<file path="config.mk">
export PLATFORM = sky130hd
export DESIGN_NAME = tv80_wait_ctl
export DESIGN_NICKNAME = d
export VERILOG_FILES = /design/src/rtl/tv80_wait_ctl.sv
export SDC_FILE = /design/constraint.sdc
export NUM_CORES = 1
export LEC_CHECK = 0
export CAP_MARGIN = 20
export CORE_UTILIZATION = 40
export CTS_CLUSTER_DIAMETER = 200
export DETAILED_ROUTE_END_ITERATION = 16
export GPL_TIMING_DRIVEN = 1
export PLACE_DENSITY = 0.83
export SETUP_SLACK_MARGIN = 0.4
export SLEW_MARGIN = 40
export SYNTH_ARGS = -nofsm -noshare
export SYNTH_HDL_FRONTEND = slang
export SYNTH_SLANG_ARGS = --single-unit
</file>
<file path="constraint.sdc">
create_clock -name clk -period 2.2 [get_ports clk]
set_input_delay 0.55 -clock clk [delete_from_list [all_inputs] [get_ports clk]]
set_output_delay 0.55 -clock clk [all_outputs]
set_load 0.01 [all_outputs]
</file>
<file path="src/rtl/tv80_wait_ctl.sv">
// Per-region memory wait-state generator for a TV80 bus: programmable wait counts
// held in I/O-mapped config registers, plus region chip-select decode.
module tv80_wait_ctl #(
  parameter int          RSEL_W    = 1,
  parameter int          WAIT_W    = 3,
  parameter int unsigned WAIT_INIT = 0,
  parameter logic [7:0]  CFG_BASE  = 8'h10,
  parameter bit          M1_EXTRA  = 1'b0
) (
  input  logic                  clk,
  input  logic                  reset_n,
  input  logic                  mreq_n,
  input  logic                  iorq_n,
  input  logic                  rd_n,
  input  logic                  wr_n,
  input  logic                  m1_n,
  input  logic                  rfsh_n,
  input  logic [15:0]           A,
  input  logic [7:0]            do_i,
  output logic                  wait_n,
  output logic [2**RSEL_W-1:0]  rd_cs,
  output logic [2**RSEL_W-1:0]  wr_cs,
  output logic                  cfg_sel,
  output logic [7:0]            cfg_dout
);

  localparam int NREG = 2**RSEL_W;

  typedef enum logic [1:0] {IDLE, COUNT, HOLD} state_e;

  state_e              state_q, state_d;
  logic [WAIT_W:0]     cnt_q, cnt_d;
  logic                wait_q, wait_d;
  logic                mreq_prev_q;
  logic [WAIT_W-1:0]   count_q [NREG];

  logic [RSEL_W-1:0]   rg;
  logic [RSEL_W-1:0]   cfg_idx;
  logic                cfg_hit;
  logic                acc_start;
  logic [WAIT_W:0]     load_n;
  logic                unused_bits;

  assign rg      = A[15 -: RSEL_W];
  assign cfg_idx = A[RSEL_W-1:0];
  // CFG_BASE is NREG-aligned, so the range check reduces to matching the upper bits.
  assign cfg_hit = !iorq_n && m1_n && (A[7:RSEL_W] == CFG_BASE[7:RSEL_W]);
  assign cfg_sel = cfg_hit && !rd_n;

  // Only some address/data bits matter for a given parameter set.
  assign unused_bits = ^{A, do_i};

  always_comb begin
    rd_cs = '0;
    wr_cs = '0;
    if (!mreq_n && !rd_n && rfsh_n) rd_cs[rg] = 1'b1;
    if (!mreq_n && !wr_n && rfsh_n) wr_cs[rg] = 1'b1;
  end

  always_comb begin
    cfg_dout = 8'h00;
    if (cfg_sel) cfg_dout[WAIT_W-1:0] = count_q[cfg_idx];
  end

  assign acc_start = !mreq_n && mreq_prev_q && rfsh_n;
  assign load_n    = {1'b0, count_q[rg]} + (WAIT_W+1)'(M1_EXTRA && !m1_n);

  // NOTE: the wait counts are architecturally visible after reset, so this small
  // register array is reset explicitly rather than left as an uninitialised memory.
  always_ff @(posedge clk) begin
    if (!reset_n) begin
      for (int r = 0; r < NREG; r++) count_q[r] <= WAIT_W'(WAIT_INIT);
    end else if (cfg_hit && !wr_n) begin
      count_q[cfg_idx] <= do_i[WAIT_W-1:0];
    end
  end

  // NOTE: every variable driven here gets a default first, so no path can leave
  // it unassigned and infer a latch.
  always_comb begin
    state_d = state_q;
    cnt_d   = cnt_q;
    wait_d  = wait_q;
    unique case (state_q)
      IDLE: begin
        if (acc_start) begin
          if (load_n == '0) begin
            state_d = HOLD;
            wait_d  = 1'b1;
          end else begin
            state_d = COUNT;
            cnt_d   = load_n;
            wait_d  = 1'b0;
          end
        end
      end
      COUNT: begin
        if (mreq_n) begin
          state_d = IDLE;
          cnt_d   = '0;
          wait_d  = 1'b1;
        end else if (cnt_q == (WAIT_W+1)'(1)) begin
          state_d = HOLD;
          cnt_d   = '0;
          wait_d  = 1'b1;
        end else begin
          cnt_d   = cnt_q - 1'b1;
        end
      end
      HOLD: begin
        wait_d = 1'b1;
        if (mreq_n) state_d = IDLE;
      end
      default: begin
        state_d = IDLE;
        wait_d  = 1'b1;
      end
    endcase
  end

  // NOTE: state registers use non-blocking assignments so every flop samples the
  // pre-edge values regardless of statement order.
  always_ff @(posedge clk) begin
    if (!reset_n) begin
      state_q     <= IDLE;
      cnt_q       <= '0;
      wait_q      <= 1'b1;
      mreq_prev_q <= 1'b1;
    end else begin
      state_q     <= state_d;
      cnt_q       <= cnt_d;
      wait_q      <= wait_d;
      mreq_prev_q <= mreq_n;
    end
  end

  assign wait_n = wait_q;

endmodule
</file>
---- Yosys cells after proc, flatten, opt, wreduce, memory -nomap -nowiden ----
Memories as Yosys holds them, arrays and structs flattened.
Cells that the tools add are included.
Widths: inputs -> output; s select.
word-level totals
  flip-flop bits (word level) ............. 8
  bits in writable memories ............... 6
  input port bits ......................... 32
  output and inout port bits .............. 14
  word-level logic and storage cells ...... 66
  memories ................................ 1
memory list
  name     words  width  read ports  clocked after Yosys merged registers in  write ports  line  RTL
  count_q  2      3      2           0                                        2            35    logic [WAIT_W-1:0] count_q [NREG];
operators by class
  $add $sub $neg .......................... 1
  magnitude comparators ................... 2
  eq/ne operators ......................... 8
  muxes and demuxes ....................... 28
  reductions and logical operators ........ 22
operator list
  kind                 number
  $mux 4               4
  $mux 2               7
  $logic_and 1x1->1    11
  $mux 1               11
  $pmux 4 s2           1
  $eq 7x4->1 const B   1
  $mux 3               2
  $ne 2x2->1 const B   3
  $pmux 2 s3           1
  $reduce_and 3->1     2
  $eq 4x1->1 const B   1
  $logic_not 1->1      4
  $logic_not 4->1      1
  $sub 4x1->4 const B  1
  $ne 3x3->1 const B   1
  $reduce_or 3->1      1
  $eq 2x1->1 const B   1
  $eq 2x2->1 const B   1
  $logic_not 2->1      1
  $lt 1x2->1 const B   1
  $pmux 1 s2           1
  $reduce_and 2->1     1
  $reduce_bool 2->1    1
  $demux 1 s1          1
  $ge 1x1->1 const B   1

---- Logic depth before layout (Yosys ltp) ----
  depth after elaboration ................. 9
  depth in mapped cells ................... 6
  gate-level depth less buffers ........... 6

---- Worst setup path before layout ----
OpenSTA, ideal clock, no wires.
  path type ............................... in2out
  start point ............................. input A[1]
  end point ............................... output cfg_dout[0]
  data arrival time ....................... 1454 ps
  required time ........................... 1650 ps
  setup slack ............................. 196 ps
  stages .................................. 4
  path buffers ............................ 0
  cells stage by stage .................... nor4b_1 > nand3_1 > or2_2 > nor2_1
between the ends
  longest elaborated chain between the ends .. 4
RTL lines
  item                line  RTL
  start: declaration  18    input logic [15:0] A,
  $eq 7x4->1          47    assign cfg_hit = !iorq_n && m1_n && (A[7:RSEL_W] == CFG_BASE[7:RSEL_W]);
  $logic_and 1x1->1   47
  $logic_and 1x1->1   48    assign cfg_sel = cfg_hit && !rd_n;
  $mux 3              62    if (cfg_sel) cfg_dout[WAIT_W-1:0] = count_q[cfg_idx];
  end: declaration    24    output logic [7:0] cfg_dout
No other way between the ends.

---- Final worst setup path ----
  start point ............................. input A[7]
  end point ............................... output cfg_dout[0]
The elaborated chain is that of the path after synthesis.

==> impl_metrics.csv <==
group,metric,value,unit
layout,multi_input_area,671,um2
grt,grt_pass1_wl,3.86,mm
logic_synthesis,synth-edff-count,6,
floorplanning,die_x,50.3,um
power_and_ir_drop,p_int,478,uW
placed_design,portBuffers,28,
route,drt_iter0_drc,21,
power_and_ir_drop,pwr-share-seq,0.461,
route,vias,880,
floorplanning,die_area,0.00253,mm2
worst_setup_path,end_kind,"primary output",
layout,seq_area,340,um2
worst_setup_path,cp-start-kind,"input port",
grt,grt_pass1_vias,872,
logic_synthesis,synth_xor_area_frac,0,
logic_synthesis,yosysUniqueCellTypes,41,
timing,maxSlewViolCount,0,
logic_synthesis,synthFlopType,"dfxtp_1",
run,maxCapViolCount,0,
route,wl,2.51,mm
route,post_drt_wl_per_cell,14.6,um
grt,grt_use_met3,0.0424,
route,drc,0,
grt,grt_start_max_net_pins,10,
logic_synthesis,synthAdderAreaFrac,0.0268,
logic_synthesis,synth_warnings,0,
placed_design,gp_congestion,0.824,
timing,whs,0.536,ns
power_and_ir_drop,p_clk_frac,0.223,
floorplanning,start_util,0.423,
layout,nets,179,
grt,antenna_found_initial,0,
logic_synthesis,synth-seq-area-share,0.364,
timing,finalClockSkew,0.00753,ns
grt,grt.overflow.total,0,
worst_setup_path,worstPathArrival,1.58,ns
layout,antennaDiodeCount,0,
clock_tree,cts_root_buffer,"clkbuf_4",
layout,syn2layout_area_growth,58.9,%
grt,busiest_layer,"met2",
placed_design,detailedPlacementHpwl,1.88,mm
logic_synthesis,synth_top_area_cell,"edfxtp_1",
layout,layout-drive-gt1-share,0.458,
logic_synthesis,synth_seq_cells,14,
power_and_ir_drop,p_sw_frac,0.303,
logic_synthesis,synth_cells,95,
clock_tree,cts_made_buffers,3,
timing,rsz0062_at_grt,"true",
run_status,status,"finished, final reports clean",
power_and_ir_drop,switching_power,208,uW
worst_setup_path,cp.required,1.65,ns
logic_synthesis,syn-cell-area,935,um2
route,ant_nets,0,
clock_tree,clk_pin_slew,0.08,ns
clock_tree,clk_path_buf_depth,2,
timing,setup-tns-final,0,ns
power_and_ir_drop,cellPowerDensity,462,mW/mm2
logic_synthesis,synth_top_family_by_area,"simple AND/OR/NAND/NOR gates",
clock_tree,cts_sinks,14,
worst_setup_path,cp_slowest_cell,"or2_4",
floorplanning,num_io_pins,46,
logic_synthesis,syn_area_per_cell,9.84,um2
logic_synthesis,synthArstFlopShare,0,
logic_synthesis,synth_compound_area_frac,0.133,
grt,grt_usage,0.211,
power_and_ir_drop,max-vdd-ir-drop,0.310,mV
grt,use_met1,0.205,
floorplanning,core-area,0.00221,mm2
grt,gr-usage-met2,0.411,
worst_setup_path,critical_path_buf_inv_count,2,
hold_path,hold_path.class,"reg2reg",
power_and_ir_drop,p_leak,0.644,nW
power_and_ir_drop,combPwrFrac,0.316,
floorplanning,die_y,50.3,um
route,vias_per_cell,5.12,
timing,fin_crit_sh,0.967,
timing,setup_viol,0,
floorplanning,fp-row-count,17,
clock_tree,htreeDepth,1,
worst_setup_path,crit_type,"in2out",
timing,fmax,0.470,GHz
worst_setup_path,path_cells,"dlygate4sd2_1, nor2_2, nand3_2, or2_4, nor2_4, buf_6",
layout,n_fill_cell,177,
logic_synthesis,synthMuxAreaShare,0.0950,
logic_synthesis,synth_area_leaders,"edfxtp_1 (19%), dfxtp_1 (17%), nor2_1 (4.8%)",
logic_synthesis,synth_top_area_share,0.193,
timing,post-route-min-period,2.13,ns
clock_tree,cts_tree,"built",
worst_setup_path,crit_family,"simple AND/OR/NAND/NOR gates",
timing,final_hold_viol_count,0,
logic_synthesis,synthSimpleGateAreaFrac,0.301,
clock_tree,clk_latency,0.28,ns
route,first_pass_iters,4,
worst_setup_path,critPathMaxStageDelay,0.31,ns
worst_setup_path,crit_fanout,4,
worst register-to-register path, cell delays in order (launching register included):
cell and delay, ns:
edfxtp_1 0.48, nor4_4 0.39, o41ai_4 0.11, buf_4 0.16, buf_4 0.14, a32o_1 0.23
final cells by class:
type                       instances  area share
tap                               28      0.0236
multi-input combinational         73       0.452
sequential                        14       0.229
timing repair buffer              48       0.265
inverter                           5      0.0126
clock buffer                       4      0.0177
worst paths after layout:
check                               end  depth (start not counted)                   startpoint  slack [ns]
setup / recovery            cfg_dout[0]                          6                         A[7]        0.07
hold / removal    cnt_q[3]$_SDFFE_PN0P_                          1        cnt_q[3]$_SDFFE_PN0P_        0.54
setup reg to reg  cnt_q[2]$_SDFFE_PN0P_                          5  count_q[0][0]$_SDFFCE_PN0P_        0.57
hold reg to reg   cnt_q[3]$_SDFFE_PN0P_                          1        cnt_q[3]$_SDFFE_PN0P_        0.54
layout by cell type (no fill, tap or decap), types with 2 or more instances in the layout:
| cell | instances |
|---|---|
| nor4b_4 | 2 |
| clkdlybuf4s50_1 | 5 |
| ha_1 | 2 |
| nand2b_1 | 3 |
| and2_4 | 3 |
| and2_1 | 4 |
| nand2_1 | 3 |
| conb_1 | 5 |
| inv_1 | 5 |
| a21o_1 | 2 |
| mux2i_2 | 3 |
| mux2_2 | 3 |
| nor2_4 | 3 |
| dfxtp_1 | 8 |
| buf_6 | 9 |
| edfxtp_1 | 6 |
| buf_4 | 16 |
| clkdlybuf4s15_1 | 2 |
| clkbuf_4 | 3 |
| nor2_1 | 8 |
| nand2b_4 | 3 |
| dlygate4sd2_1 | 6 |
| clkbuf_2 | 4 |
| nor4_4 | 3 |
| buf_2 | 6 |
| nand3b_1 | 2 |
| nor3_2 | 2 |
logic make-up after synthesis:
family	after synthesis
adder cells (fa/ha/maj)	2
other	1
buffers and inverters	12
AND/OR/NAND/NOR	44
flip-flops	14
multiplexers	8
AO/OA/AOI/OAI	14
synth_stat cells, drive strengths merged (3+ instances only):
cell type	count
nand2	3
dfxtp	8
nor3	3
nor2	12
mux2i	4
nand2b	6
mux2	4
nor4	3
edfxtp	6
inv	5
and2	7
buf	6
power by group through the flow:
stage	Clock [mW]	Sequential [mW]	Combinational [mW]
2_1_floorplan	0	0.317	0.122
3_3_place_gp	0	0.319	0.193
3_5_place_dp	0	0.321	0.204
4_1_cts	0.159	0.316	0.212
5_1_grt	0.171	0.320	0.237
6_report	0.153	0.316	0.216
state kept, by name, indices dropped and copies added, names as in the netlist:
name and flops:
cnt_q 4, state_q 2, wait_n 1, mreq_prev_q 1, count_q 6
metrics by stage:
| step | worst slack, ns | total power [mW] | util | instance area [um2] | instances |
|---|---|---|---|---|---|
| 5_1_grt | 0.0352 | 0.727 | 0.671 | 1490 | 172 |
| 6_report | 0.0734 | 0.686 | 0.671 | 1490 | 172 |
| 3_5_place_dp | -0.716 | 0.524 | 0.614 | 1360 | 162 |
| 3_3_place_gp | -0.626 | 0.511 | 0.614 | 1360 | 162 |
| 4_1_cts | 0.107 | 0.687 | 0.660 | 1460 | 171 |
| 2_1_floorplan | 0.331 | 0.439 | - | 990 | 99 |
per-layer routing:
metal  share of wire  routed length [um]  vias up
li1                -                   -      429
met1            0.38                 943      415
met2            0.56                1410       30
met3           0.037                  94        6
met4           0.025                  63        0
met5               0                   0        -
what timing repair did:
item / in CTS / in global routing
cloned: 0 / 0
hold buffers: 0 / 0
pin swaps: 8 / 6
resized for setup: 78 / 15
endpoints found under the setup margin: 25 / 20
setup buffers: 5 / 1
Power figures use the tool's default switching activity.
